==> config.mk <==
export PLATFORM = sky130hd
export DESIGN_NAME = control_multi_flat
export DESIGN_NICKNAME = d
export VERILOG_FILES = /design/src/rtl/control_multi_if.sv /design/src/rtl/control_multi.sv /design/src/flat_wrapper.sv
export SDC_FILE = /design/constraint.sdc
export NUM_CORES = 1
export LEC_CHECK = 0
export CAP_MARGIN = 40
export CORE_MARGIN = 2
export CORE_UTILIZATION = 52
export CTS_BUF_LIST = sky130_fd_sc_hd__clkbuf_4 sky130_fd_sc_hd__clkbuf_8 sky130_fd_sc_hd__clkbuf_16
export DETAILED_ROUTE_END_ITERATION = 7
export PLACE_DENSITY_LB_ADDON = 0.12
export SYNTH_ARGS = -nofsm -noshare
export SYNTH_HDL_FRONTEND = slang
export SYNTH_SLANG_ARGS = --single-unit
==> constraint.sdc <==
create_clock -name clock -period 2.6 [get_ports clock]
set_input_delay 0.26 -clock clock [delete_from_list [all_inputs] [get_ports clock]]
set_output_delay 0.26 -clock clock [all_outputs]
set_load 0.01 [all_outputs]
==> src/rtl/control_multi_if.sv <==
// Bundle of control, configuration and strobe signals for control_multi.
// The master drives enable and config; the slave returns strobes and count.
interface control_multi_if #(
    parameter int NB_COUNT = 2,
    parameter int N_CH     = 2
);
    logic                     i_enable;
    logic                     i_cfg_valid;
    logic [NB_COUNT-1:0]      i_period;
    logic [N_CH*NB_COUNT-1:0] i_offset;
    logic [N_CH-1:0]          o_valid;
    logic                     o_wrap;
    logic                     o_cfg_ack;
    logic [NB_COUNT-1:0]      o_count;

    modport master (
        output i_enable,
        output i_cfg_valid,
        output i_period,
        output i_offset,
        input  o_valid,
        input  o_wrap,
        input  o_cfg_ack,
        input  o_count
    );

    modport slave (
        input  i_enable,
        input  i_cfg_valid,
        input  i_period,
        input  i_offset,
        output o_valid,
        output o_wrap,
        output o_cfg_ack,
        output o_count
    );
endinterface

==> src/rtl/control_multi.sv <==
// Multi-channel strobe generator: modulo counter with per-channel phase
// offsets; period/offsets shadowed and swapped only at a period boundary.
module control_multi #(
    parameter int NB_COUNT = 2,
    parameter int N_CH     = 2
) (
    input  logic            clock,
    input  logic            i_reset,
    control_multi_if.slave  bus
);
    localparam int NB_OFF = N_CH * NB_COUNT;

    logic [NB_COUNT-1:0] cnt;
    logic [NB_COUNT-1:0] per_act;
    logic [NB_COUNT-1:0] per_sh;
    logic [NB_OFF-1:0]   off_act;
    logic [NB_OFF-1:0]   off_sh;
    logic                pend;

    logic [N_CH-1:0]     valid_q;
    logic                wrap_q;
    logic                ack_q;

    logic                at_end;
    logic                apply_run;
    logic                apply_hold;
    logic [NB_COUNT-1:0] per_src;
    logic [NB_OFF-1:0]   off_src;

    // A request arriving in the apply cycle bypasses the shadow
    always_comb begin
        at_end     = (cnt == per_act);
        apply_run  = bus.i_enable && at_end
                     && (pend || bus.i_cfg_valid);
        apply_hold = !bus.i_enable && pend;
        per_src    = bus.i_cfg_valid ? bus.i_period : per_sh;
        off_src    = bus.i_cfg_valid ? bus.i_offset : off_sh;
    end

    always_ff @(posedge clock) begin
        if (i_reset) begin
            cnt     <= '0;
            per_act <= '1;
            per_sh  <= '1;
            off_act <= '0;
            off_sh  <= '0;
            pend    <= 1'b0;
            valid_q <= '0;
            wrap_q  <= 1'b0;
            ack_q   <= 1'b0;
        end else begin
            wrap_q <= bus.i_enable && at_end;
            ack_q  <= apply_run || apply_hold;
            for (int k = 0; k < N_CH; k++) begin
                valid_q[k] <= bus.i_enable
                    && (cnt == off_act[k*NB_COUNT +: NB_COUNT]);
            end

            if (bus.i_cfg_valid) begin
                per_sh <= bus.i_period;
                off_sh <= bus.i_offset;
                pend   <= 1'b1;
            end

            if (apply_run || apply_hold) begin
                per_act <= per_src;
                off_act <= off_src;
                pend    <= 1'b0;
            end

            // Paused reload restarts the period from zero
            if (apply_hold) begin
                cnt <= '0;
            end else if (bus.i_enable) begin
                cnt <= at_end ? '0 : cnt + 1'b1;
            end
        end
    end

    assign bus.o_valid   = valid_q;
    assign bus.o_wrap    = wrap_q;
    assign bus.o_cfg_ack = ack_q;
    assign bus.o_count   = cnt;
endmodule

==> src/flat_wrapper.sv <==
// flat-port wrapper written by rule: the top's interface ports become plain ports
module control_multi_flat 
#(
    parameter int NB_COUNT = 2,
    parameter int N_CH     = 2
)
  (clock, i_reset, bus_i_enable, bus_i_cfg_valid, bus_i_period, bus_i_offset, bus_o_valid, bus_o_wrap, bus_o_cfg_ack, bus_o_count);
  control_multi_if #(.NB_COUNT(NB_COUNT), .N_CH(N_CH)) bus_i ();
  input  logic clock;
  input  logic i_reset;
  input wire logic [$bits(bus_i.i_enable)-1:0] bus_i_enable;
  input wire logic [$bits(bus_i.i_cfg_valid)-1:0] bus_i_cfg_valid;
  input wire logic [$bits(bus_i.i_period)-1:0] bus_i_period;
  input wire logic [$bits(bus_i.i_offset)-1:0] bus_i_offset;
  output wire logic [$bits(bus_i.o_valid)-1:0] bus_o_valid;
  output wire logic [$bits(bus_i.o_wrap)-1:0] bus_o_wrap;
  output wire logic [$bits(bus_i.o_cfg_ack)-1:0] bus_o_cfg_ack;
  output wire logic [$bits(bus_i.o_count)-1:0] bus_o_count;
  assign bus_i.i_enable = bus_i_enable;
  assign bus_i.i_cfg_valid = bus_i_cfg_valid;
  assign bus_i.i_period = bus_i_period;
  assign bus_i.i_offset = bus_i_offset;
  assign bus_o_valid = bus_i.o_valid;
  assign bus_o_wrap = bus_i.o_wrap;
  assign bus_o_cfg_ack = bus_i.o_cfg_ack;
  assign bus_o_count = bus_i.o_count;
  control_multi #(.NB_COUNT(NB_COUNT), .N_CH(N_CH)) u_core (.clock(clock), .i_reset(i_reset), .bus(bus_i));
endmodule
==> results.py, run 1 <==
metrics = {
    "sta": {
        "skew_ps": 11.6,
        "hold_violations": 0,
        "fmax_mhz": 570,
        "tightest_slew_ps": 569,
        "fin_crit_sh_pct": 67.5,
        "drv_slew": 0,
        "rsz0062_at_grt": "no",
        "whs_ps": 531,
        "setup_tns_ps": 0,
        "setup_viol": 0,
        "timing.final.crit_period_ps": 1750,
        "worst_slack_ps": 846,
        "relSlewSlack_pct": 61.9,
    },
    "worst_setup_path": {
        "worst_setup_path_start_kind": "register",
        "cp_max_fo": 6,
        "reg2reg_to": "u_core.off_act[3]",
        "critPathArrivalTime_ps": 1490,
        "crit_family": "buffers and inverters",
        "critPathSlowestCell": "clkdlybuf4s50_1",
        "rr_worst_depth": 4,
        "rrSetupSlack_ps": 1060,
        "critPathMaxStageDelay_ps": 610,
        "cp.required_ps": 2340,
        "path_buf_inv": 1,
        "rr_startpoint": "u_core.bus.o_count[1]",
        "crit_path_end_kind": "output pin",
        "crit_type": "reg2out",
        "crit_chain": "clkdlybuf4s50_1",
    },
    "clock_tree": {
        "cts_made_buffers": 3,
        "cts_root_buf": "clkbuf_4",
        "htreeDepth": 1,
        "post-cts-setup-buffers": 0,
        "tritoncts": "done",
        "cts_resized": 0,
        "clk_path_buf_depth": 2,
        "clkTransAtPathRegs_ps": 110,
        "cts_sinks": 19,
        "insertion_delay_ps": 300,
        "postCtsHoldBufs": 0,
    },
    "synthesis": {
        "ys_seq_area_share_pct": 46.4,
        "ys_types": 25,
        "yosys-top-cells-area": "dfxtp_1 46%, mux2_4 7.3%, nor2b_1 6.1%",
        "synth_async_sr_flop_share_pct": 0,
        "ys_ff_latch": 19,
        "yosys_warnings": 0,
        "syn-cell-area_um2": 820,
        "syn_nets": 85,
        "synthCells": 75,
        "synth_top_area_share_pct": 46.4,
        "avgSynthCellArea_um2": 10.9,
        "synth-edff-count": 0,
        "synth_ff_type": "dfxtp_1",
        "yosysTopAreaCell": "dfxtp_1",
    },
    "power_and_ir_drop": {
        "p_int_uw": 466,
        "total_power_uw": 643,
        "power_frac_seq_pct": 53.6,
        "combPwrFrac_pct": 21.8,
        "power_density_nw_per_um2": 650,
        "irDropWorstVdd_mv": 0.539,
        "p_leak_uw": 0.000422,
        "p_switching_uw": 177,
        "clockPowerShare_pct": 24.6,
        "switching_share_pct": 27.5,
    },
    "floorplan": {
        "die_x_um": 43.7,
        "initial_core_util_pct": 55.0,
        "coreArea_um2": 1490,
        "rows": 14,
        "pin_count": 16,
        "die-area_um2": 1910,
        "fp.dieH_um": 43.7,
    },
    "global_route": {
        "grt_pass1_vias": 493,
        "grt_usage_pct": 16.2,
        "antenna_found_initial": 0,
        "grt_pass1_wl_um": 2130,
        "grt_max_degree": 18,
        "grt.overflow.total": 0,
    },
    "placement": {
        "routabilityCongestion": 0.697,
        "placed_cells": 102,
        "hpwl_um": 989,
        "io_buffer_count": 15,
        "post-place-ws_ps": 767,
    },
    "finish": {
        "finalNetCount": 101,
        "synthToLayoutAreaGrowth_pct": 20.6,
        "drive_gt1_share_pct": 14.4,
        "seqCellArea_um2": 380,
        "num-fill-cells": 132,
        "multi_input_area_um2": 404,
        "diodes": 0,
        "layoutNonFillerInstCount": 106,
    },
    "routing": {
        "vias": 550,
        "drt_iter0_markers": 4,
        "wire_per_inst_um": 12.2,
        "antenna_left": 0,
        "drt-total-wl_um": 1300,
        "viasPerCell": 5.19,
        "drcViolationCount": 0,
        "dr.pass1.iters": 4,
    },
    "hold_path": {
        "min_from": "u_core.off_sh[2]",
        "worstHoldPathCells": 2,
        "hold_end": "u_core.off_sh[2]",
        "hp-class": "reg2reg",
    },
    "job": {
        "max-cap-violations": 0,
    },
    "run_status": {
        "outcome": "completed",
    },
}
==> Yosys cell counts (2+ instances only) <==
| master | count |
|---|---|
| a211o_1 | 2 |
| a21oi_1 | 2 |
| buf_6 | 2 |
| dfxtp_1 | 19 |
| mux2_4 | 4 |
| mux2i_1 | 4 |
| nand2_1 | 2 |
| nor2_1 | 9 |
| nor2b_1 | 8 |
| nor3_1 | 4 |
| o21ai_0 | 2 |
| xor2_1 | 4 |
==> power groups by stage <==
stage	Sequential (uW)	Clock (uW)	Combinational, uW
after detailed placement	352	0	141
after floorplan	346	0	105
after global placement	351	0	138
final	345	158	140
after global routing	348	172	152
after CTS	345	163	142
==> registers in the layout, summed over array words and instances (netlist names) <==
signal	flops
u_core.bus.o_cfg_ack	1
u_core.bus.o_count	2
u_core.bus.o_valid	2
u_core.bus.o_wrap	1
u_core.off_act	4
u_core.off_sh	4
u_core.pend	1
u_core.per_act	2
u_core.per_sh	2
==> cells by family after synthesis <==
family                 count (synthesis)  share of synthesized area [%]
AND/OR/NAND/NOR                       25                           15.7
flip-flops                            19                           46.4
AO/OA/AOI/OAI                         11                           10.7
multiplexers                           8                           12.2
XOR/XNOR                               7                           10.7
buffers and inverters                  5                           4.27
==> routing by layer <==
metal	vias up	track usage (%)	wire (um)
met3	4	2.50	52
met1	250	20.2	613
li1	282	-	-
met2	14	24.7	598
met4	0	12.7	31
met5	-	0	0
==> cell usage in the layout, fill, tap and decap left out <==
master	instances
a2111oi_0	1
a211o_1	2
a21o_1	1
a21oi_1	2
a31o_1	1
a31o_2	1
clkbuf_4	4
clkdlybuf4s50_1	15
dfxtp_1	19
inv_1	1
mux2_4	4
mux2i_1	4
nand2_1	2
nand2_4	1
nand2b_1	1
nor2_1	9
nor2b_1	8
nor3_1	4
o21ai_0	2
o21ai_4	1
xnor2_1	1
xor2_1	4
xor2_2	1
xor2_4	1
==> cell type report <==
cell class	instances	area share, %
timing repair buffer	15	15.2
tap	16	2.03
sequential	19	38.5
multi-input combinational	51	40.9
clock buffer	4	3.04
inverter	1	0.380
==> worst max-delay path by stage <==
stage | depth (start not counted) | endpoint | start | slack, ps
after global placement | 4 | u_core.off_act[0] | bus_i_cfg_valid | 820
after detailed placement | 4 | u_core.off_act[3] | bus_i_cfg_valid | 770
after CTS | 1 | bus_o_count[1] | u_core.bus.o_count[1] | 830
final | 1 | bus_o_count[1] | u_core.bus.o_count[1] | 850
after global routing | 1 | bus_o_count[1] | u_core.bus.o_count[1] | 760
after floorplan | 5 | u_core.off_act[0] | u_core.bus.o_count[1] | 1200
==> stage by stage <==
stage / instance area [um2] / util [%]
floorplan: 820 / -
global placement: 958 / 64.4
detailed placement: 958 / 64.4
CTS: 988 / 66.4
global route: 988 / 66.4
finish: 988 / 66.4
(Power assumes the default switching activity.)
==> inputs of run 2 (changes only) <==
--- a/config.mk
+++ b/config.mk
@@ -7,7 +7,7 @@
 export LEC_CHECK = 0
 export CAP_MARGIN = 40
 export CORE_MARGIN = 2
-export CORE_UTILIZATION = 52
+export CORE_UTILIZATION = 44
 export CTS_BUF_LIST = sky130_fd_sc_hd__clkbuf_4 sky130_fd_sc_hd__clkbuf_8 sky130_fd_sc_hd__clkbuf_16
 export DETAILED_ROUTE_END_ITERATION = 7
 export PLACE_DENSITY_LB_ADDON = 0.12
==> constraint.sdc (replaced) <==
create_clock -name clock -period 1.4 [get_ports clock]
set_input_delay 0.14 -clock clock [delete_from_list [all_inputs] [get_ports clock]]
set_output_delay 0.14 -clock clock [all_outputs]
set_load 0.01 [all_outputs]
==> run 2 against run 1 <==
  * Die area grew 16%
  * Non-clock buffer count grew 10
  * Clock skew shrank 7.5 ps
  * Setup slack lost 780 ps
  * Critical path type is now reg2reg
  * Sequential share of layout area shrank 2.7 points
  * Critical endpoint is now u_core.off_act[0]
  * First-iteration DRC count grew 75%
==> results.py, run 2 (synthesis gave the netlist of run 1 again) <==
metrics = {
    "run_status": {
        "outcome": "completed",
    },
    "worst_setup_path": {
        "reg2reg_to": "u_core.off_act[0]",
        "crit_path_end_kind": "register",
        "rr_worst_depth": 4,
        "rrSetupSlack_ps": 70,
        "worst_setup_path_start_kind": "register",
        "rr_startpoint": "u_core.bus.o_count[0]",
        "crit_type": "reg2reg",
        "critPathArrivalTime_ps": 1530,
        "cp.required_ps": 1600,
        "cp_max_fo": 5,
    },
    "routing": {
        "drcViolationCount": 0,
        "wire_per_inst_um": 11.1,
        "viasPerCell": 4.58,
        "antenna_left": 0,
        "drt_iter0_markers": 7,
        "drt-total-wl_um": 1390,
        "dr.pass1.iters": 4,
        "vias": 573,
    },
    "clock_tree": {
        "htreeDepth": 1,
        "clk_path_buf_depth": 2,
        "clkTransAtPathRegs_ps": 110,
        "cts_root_buf": "clkbuf_4",
        "insertion_delay_ps": 300,
        "cts_made_buffers": 3,
        "cts_sinks": 19,
        "tritoncts": "done",
        "post-cts-setup-buffers": 0,
    },
    "sta": {
        "setup_tns_ps": 0,
        "tightest_slew_ps": 307,
        "hold_violations": 0,
        "fin_crit_sh_pct": 94.9,
        "worst_slack_ps": 71.0,
        "drv_slew": 0,
        "relSlewSlack_pct": 79.0,
        "timing.final.crit_period_ps": 1330,
        "skew_ps": 4.10,
        "setup_viol": 0,
        "rsz0062_at_grt": "no",
        "fmax_mhz": 752,
    },
    "finish": {
        "fin_util_pct": 61.7,
        "finalNetCount": 111,
        "diodes": 0,
        "final_common_cell": "dfxtp_1",
        "num-fill-cells": 160,
        "largestRegisters": "u_core.off_act x4, u_core.off_sh x4",
        "synthToLayoutAreaGrowth_pct": 31.4,
        "most-common-layout-cells": "17 x dfxtp_1, 13 x clkdlybuf4s50_1, 10 x buf_4",
        "drive_gt1_share_pct": 25.0,
    },
    "floorplan": {
        "fp.dieH_um": 47.2,
        "rows": 15,
        "die-area_um2": 2220,
        "pin_count": 16,
        "initial_core_util_pct": 47.0,
        "coreArea_um2": 1750,
        "die_x_um": 47.2,
    },
    "hold_path": {
        "min_from": "bus_i_offset[1]",
        "hold_end": "u_core.off_sh[1]",
        "worstHoldPathCells": 3,
        "hp-class": "in2reg",
    },
    "placement": {
        "io_buffer_count": 15,
        "post-place-ws_ps": -97.9,
        "routabilityCongestion": 0.725,
    },
    "global_route": {
        "grt_pass1_vias": 536,
        "grt_pass1_wl_um": 2380,
        "grt.overflow.total": 0,
        "grt_max_degree": 12,
        "grt_usage_pct": 15.9,
        "antenna_found_initial": 0,
    },
    "power_and_ir_drop": {
        "power_density_nw_per_um2": 1140,
        "total_power_uw": 1230,
        "irDropWorstVdd_mv": 0.618,
        "p_leak_uw": 0.000480,
    },
    "job": {
        "max-cap-violations": 0,
    },
}
-- run 2: power by group --
part           internal (uW)  switching (uW)  leakage (uW)
sequential               593            37.7      0.000158
combinational            167             133      0.000304
clock                    130             168     0.0000184
total                    891             339      0.000480
-- run 2: worst max-delay path by stage --
stage / startpoint / end / slack [ps]
after global routing: u_core.bus.o_count[0] / u_core.off_act[0] / 40
after CTS: u_core.bus.o_count[0] / u_core.off_act[0] / 70
after floorplan: u_core.bus.o_count[0] / u_core.off_act[0] / 10
after detailed placement: bus_i_enable / u_core.off_act[0] / -100
after global placement: bus_i_enable / u_core.off_act[1] / -80
final: u_core.bus.o_count[0] / u_core.off_act[0] / 70
-- run 2: layout make-up --
| class | instances | area [um2] | share of cell area [%] |
|---|---|---|---|
| Clock buffer | 4 | 30.0 | 2.79 |
| Inverter | 1 | 3.75 | 0.348 |
| Multi-Input combinational cell | 51 | 404 | 37.5 |
| Sequential cell | 19 | 385 | 35.8 |
| Tap cell | 25 | 31.3 | 2.90 |
| Timing Repair Buffer | 25 | 223 | 20.7 |
-- run 2: critical path, cell delays in order (launching register included) --
cell     delay [ps]
dfxtp_2         350
xor2_2          200
o21ai_4         250
nand2_4         120
mux2_4          310
-- run 2: what timing repair did --
action                     CTS  global route
hold buffers                 0             0
setup endpoints to repair    2             0
resized for setup            4             0
-- run 2: through the flow --
stage               instances  cell area, um2  hold WS, ps
floorplan                  75             821          255
CTS                       125            1080          452
detailed placement        121            1050          509
global route              125            1080          476
finish                    125            1080          460
global placement          121            1050          496
-- run 2: routing by layer --
metal	GRT usage, %	routed length, um
met1	21.4	691
met2	23.8	639
met3	2.31	48
met4	10.0	13
met5	0	0
==> inputs of run 3 (changes only) <==
--- a/config.mk
+++ b/config.mk
@@ -5,12 +5,13 @@
 export SDC_FILE = /design/constraint.sdc
 export NUM_CORES = 1
 export LEC_CHECK = 0
+export ABC_AREA = 1
 export CAP_MARGIN = 40
-export CORE_MARGIN = 2
+export CORE_MARGIN = 3
 export CORE_UTILIZATION = 44
 export CTS_BUF_LIST = sky130_fd_sc_hd__clkbuf_4 sky130_fd_sc_hd__clkbuf_8 sky130_fd_sc_hd__clkbuf_16
 export DETAILED_ROUTE_END_ITERATION = 7
-export PLACE_DENSITY_LB_ADDON = 0.12
+export PLACE_DENSITY = 0.72
 export SYNTH_ARGS = -nofsm -noshare
 export SYNTH_HDL_FRONTEND = slang
 export SYNTH_SLANG_ARGS = --single-unit
==> run 3 against run 2 <==
  * Non-clock buffer count shrank 5
  * Register-to-register slack gained 220 ps
  * Count of clock-buffer cells in the layout did not move
  * Largest power group unchanged
  * Largest cell class unchanged
  * Sequential share of layout area increased by 0.53 points
  * Flip-flop and latch count did not move
  * Critical path depth is 3 lower
  * Utilization rose by 3.7 points
==> results.py, run 3 <==
metrics = {
    "finish": {
        "final_common_cell": "nand2_1",
        "finalNetCount": 135,
        "num-fill-cells": 153,
        "design_area_um2": 1050,
        "seqCellArea_um2": 383,
        "diodes": 0,
        "synthToLayoutAreaGrowth_pct": 30.3,
        "most-common-layout-cells": "34 x nand2_1, 17 x dfxtp_1, 15 x clkdlybuf4s50_1",
        "drive_gt1_share_pct": 17.7,
        "multi_input_area_um2": 392,
        "largestRegisters": "u_core.off_act x4, u_core.off_sh x4",
    },
    "floorplan": {
        "coreArea_um2": 1610,
        "die_x_um": 48.9,
        "die-area_um2": 2390,
        "pin_count": 16,
        "rows": 14,
        "fp.dieH_um": 48.9,
        "initial_core_util_pct": 50.2,
    },
    "global_route": {
        "grt_pass1_vias": 673,
        "grt_max_degree": 11,
        "grt_pass1_wl_um": 2840,
        "antenna_found_initial": 0,
        "grt.overflow.total": 0,
        "grt_usage_pct": 15.0,
    },
    "synthesis": {
        "ys_types": 18,
        "avgSynthCellArea_um2": 8.02,
        "yosys_warnings": 0,
        "ys_seq_area_share_pct": 47.0,
        "synth-edff-count": 0,
        "synth_most_common_cell": "nand2_1",
        "synth_async_sr_flop_share_pct": 0,
        "synth_ff_type": "dfxtp_1",
        "ys_ff_latch": 19,
        "synth_top_area_share_pct": 47.0,
        "yosysTopAreaCell": "dfxtp_1",
        "syn_nets": 111,
        "syn-cell-area_um2": 810,
        "synth_common_cells": "34 x nand2_1, 19 x dfxtp_1, 10 x nand4_1",
        "yosys-top-cells-area": "dfxtp_1 47%, nand2_1 16%, nand4_1 7.7%",
        "synthCells": 101,
    },
    "placement": {
        "io_buffer_count": 15,
        "hpwl_um": 1290,
        "routabilityCongestion": 0.735,
        "post-place-ws_ps": 97.7,
        "dpl_cell_area_um2": 1020,
    },
    "clock_tree": {
        "clk_path_buf_depth": 2,
        "insertion_delay_ps": 290,
        "cts_made_buffers": 3,
        "postCtsHoldBufs": 0,
        "tritoncts": "done",
        "clkTransAtPathRegs_ps": 110,
        "cts_root_buf": "clkbuf_4",
        "post-cts-setup-buffers": 0,
        "htreeDepth": 1,
        "cts_sinks": 19,
    },
    "worst_setup_path": {
        "critPathArrivalTime_ps": 1210,
        "crit_family": "buffers and inverters",
        "path_buf_inv": 1,
        "cp.required_ps": 1260,
        "critPathMaxStageDelay_ps": 540,
        "crit_path_end_kind": "output pin",
        "cp_max_fo": 4,
        "crit_chain": "clkdlybuf4s50_1",
        "critPathSlowestCell": "clkdlybuf4s50_1",
        "crit_type": "reg2out",
        "worst_setup_path_start_kind": "register",
    },
    "routing": {
        "drcViolationCount": 0,
        "drt-total-wl_um": 1590,
        "dr.pass1.iters": 4,
        "wire_per_inst_um": 10.8,
        "vias": 731,
        "drt_iter0_markers": 8,
        "viasPerCell": 4.94,
        "antenna_left": 0,
    },
    "power_and_ir_drop": {
        "power_density_nw_per_um2": 1030,
        "p_leak_uw": 0.000494,
        "irDropWorstVdd_mv": 0.595,
    },
    "hold_path": {
        "hp-class": "in2reg",
    },
    "sta": {
        "tightest_slew_ps": 198,
        "timing.final.crit_period_ps": 1350,
        "fin_crit_sh_pct": 96.4,
        "hold_violations": 0,
        "skew_ps": 8.47,
        "rsz0062_at_grt": "no",
        "setup_viol": 0,
        "relSlewSlack_pct": 86.8,
        "drv_slew": 0,
        "fmax_mhz": 741,
        "setup_tns_ps": 0,
        "worst_slack_ps": 50.3,
    },
    "job": {
        "max-cap-violations": 0,
    },
    "run_status": {
        "outcome": "completed",
    },
}
run 3: cell types whose count changed after synthesis, sizes merged, moves of 3 or more:
| cell | delta |
|---|---|
| o21ai | -3 |
| nor2 | -6 |
| inv | +7 |
| nand2 | +35 |
| nor3 | -4 |
| nand4 | +11 |
| nand3 | +8 |
| xor2 | -5 |
| mux2 | -4 |
| mux2i | -4 |
| a21oi | +8 |
| nor2b | -8 |
run 3: area by class of cell:
cell class | instances | share of cell area (%)
Timing Repair Buffer | 20 | 17.8
Clock buffer | 4 | 2.85
Inverter | 8 | 3.08
Sequential cell | 19 | 36.3
Tap cell | 24 | 2.85
Multi-Input combinational cell | 73 | 37.1
run 3: power by group:
part / switching [uW] / total [uW] / internal (uW) / leakage [uW]
clock: 156 / 286 / 130 / 0.0000184
sequential: 19.6 / 593 / 574 / 0.000157
combinational: 110 / 202 / 92.1 / 0.000319
run 3: layer usage:
metal	GRT usage [%]	vias to the layer above	wire, um
met5	0	-	0
met4	5.69	0	4
met3	3.67	2	63
met2	26.5	19	778
met1	17.4	322	748
li1	-	388	-
run 3: kinds of logic (layout without fill, tap and decap cells):
kind of cell / Yosys count / after routing / share of synthesized area, %
AO/OA/AOI/OAI: 12 / 12 / 8.81
XOR/XNOR: 1 / 1 / 1.08
buffers and inverters: 9 / 32 / 4.64
flip-flops: 19 / 19 / 47.0
AND/OR/NAND/NOR: 60 / 60 / 38.5
run 3: path summary, 6_finish.rpt:
check | startpoint | end | slack, ps | depth (start not counted)
max | u_core.bus.o_count[1] | bus_o_count[1] | 50 | 1
min | bus_i_offset[3] | u_core.off_sh[3] | 420 | 3
max reg2reg | u_core.bus.o_count[0] | u_core.off_act[0] | 290 | 7
min reg2reg | u_core.per_sh[1] | u_core.per_sh[1] | 470 | 2
run 3: metrics by stage:
| step | std cells | total power (uW) | hold WS [ps] | utilization [%] |
|---|---|---|---|---|
| 6_report | 148 | 1080 | 417 | 65.5 |
| 5_1_grt | 148 | 1140 | 439 | 65.5 |
| 4_1_cts | 148 | 1090 | 415 | 65.4 |
| 3_5_place_dp | 144 | 807 | 442 | 63.4 |
| 3_3_place_gp | 144 | 801 | 443 | 63.4 |
| 2_1_floorplan | 101 | 719 | 202 | - |
run 3: repair_timing:
item / 4_1_cts / 5_1_grt
gates resized for setup: 1 / 1
hold endpoints to repair: 0 / 0
pin swaps: 0 / 0
setup endpoints to repair: 1 / 1
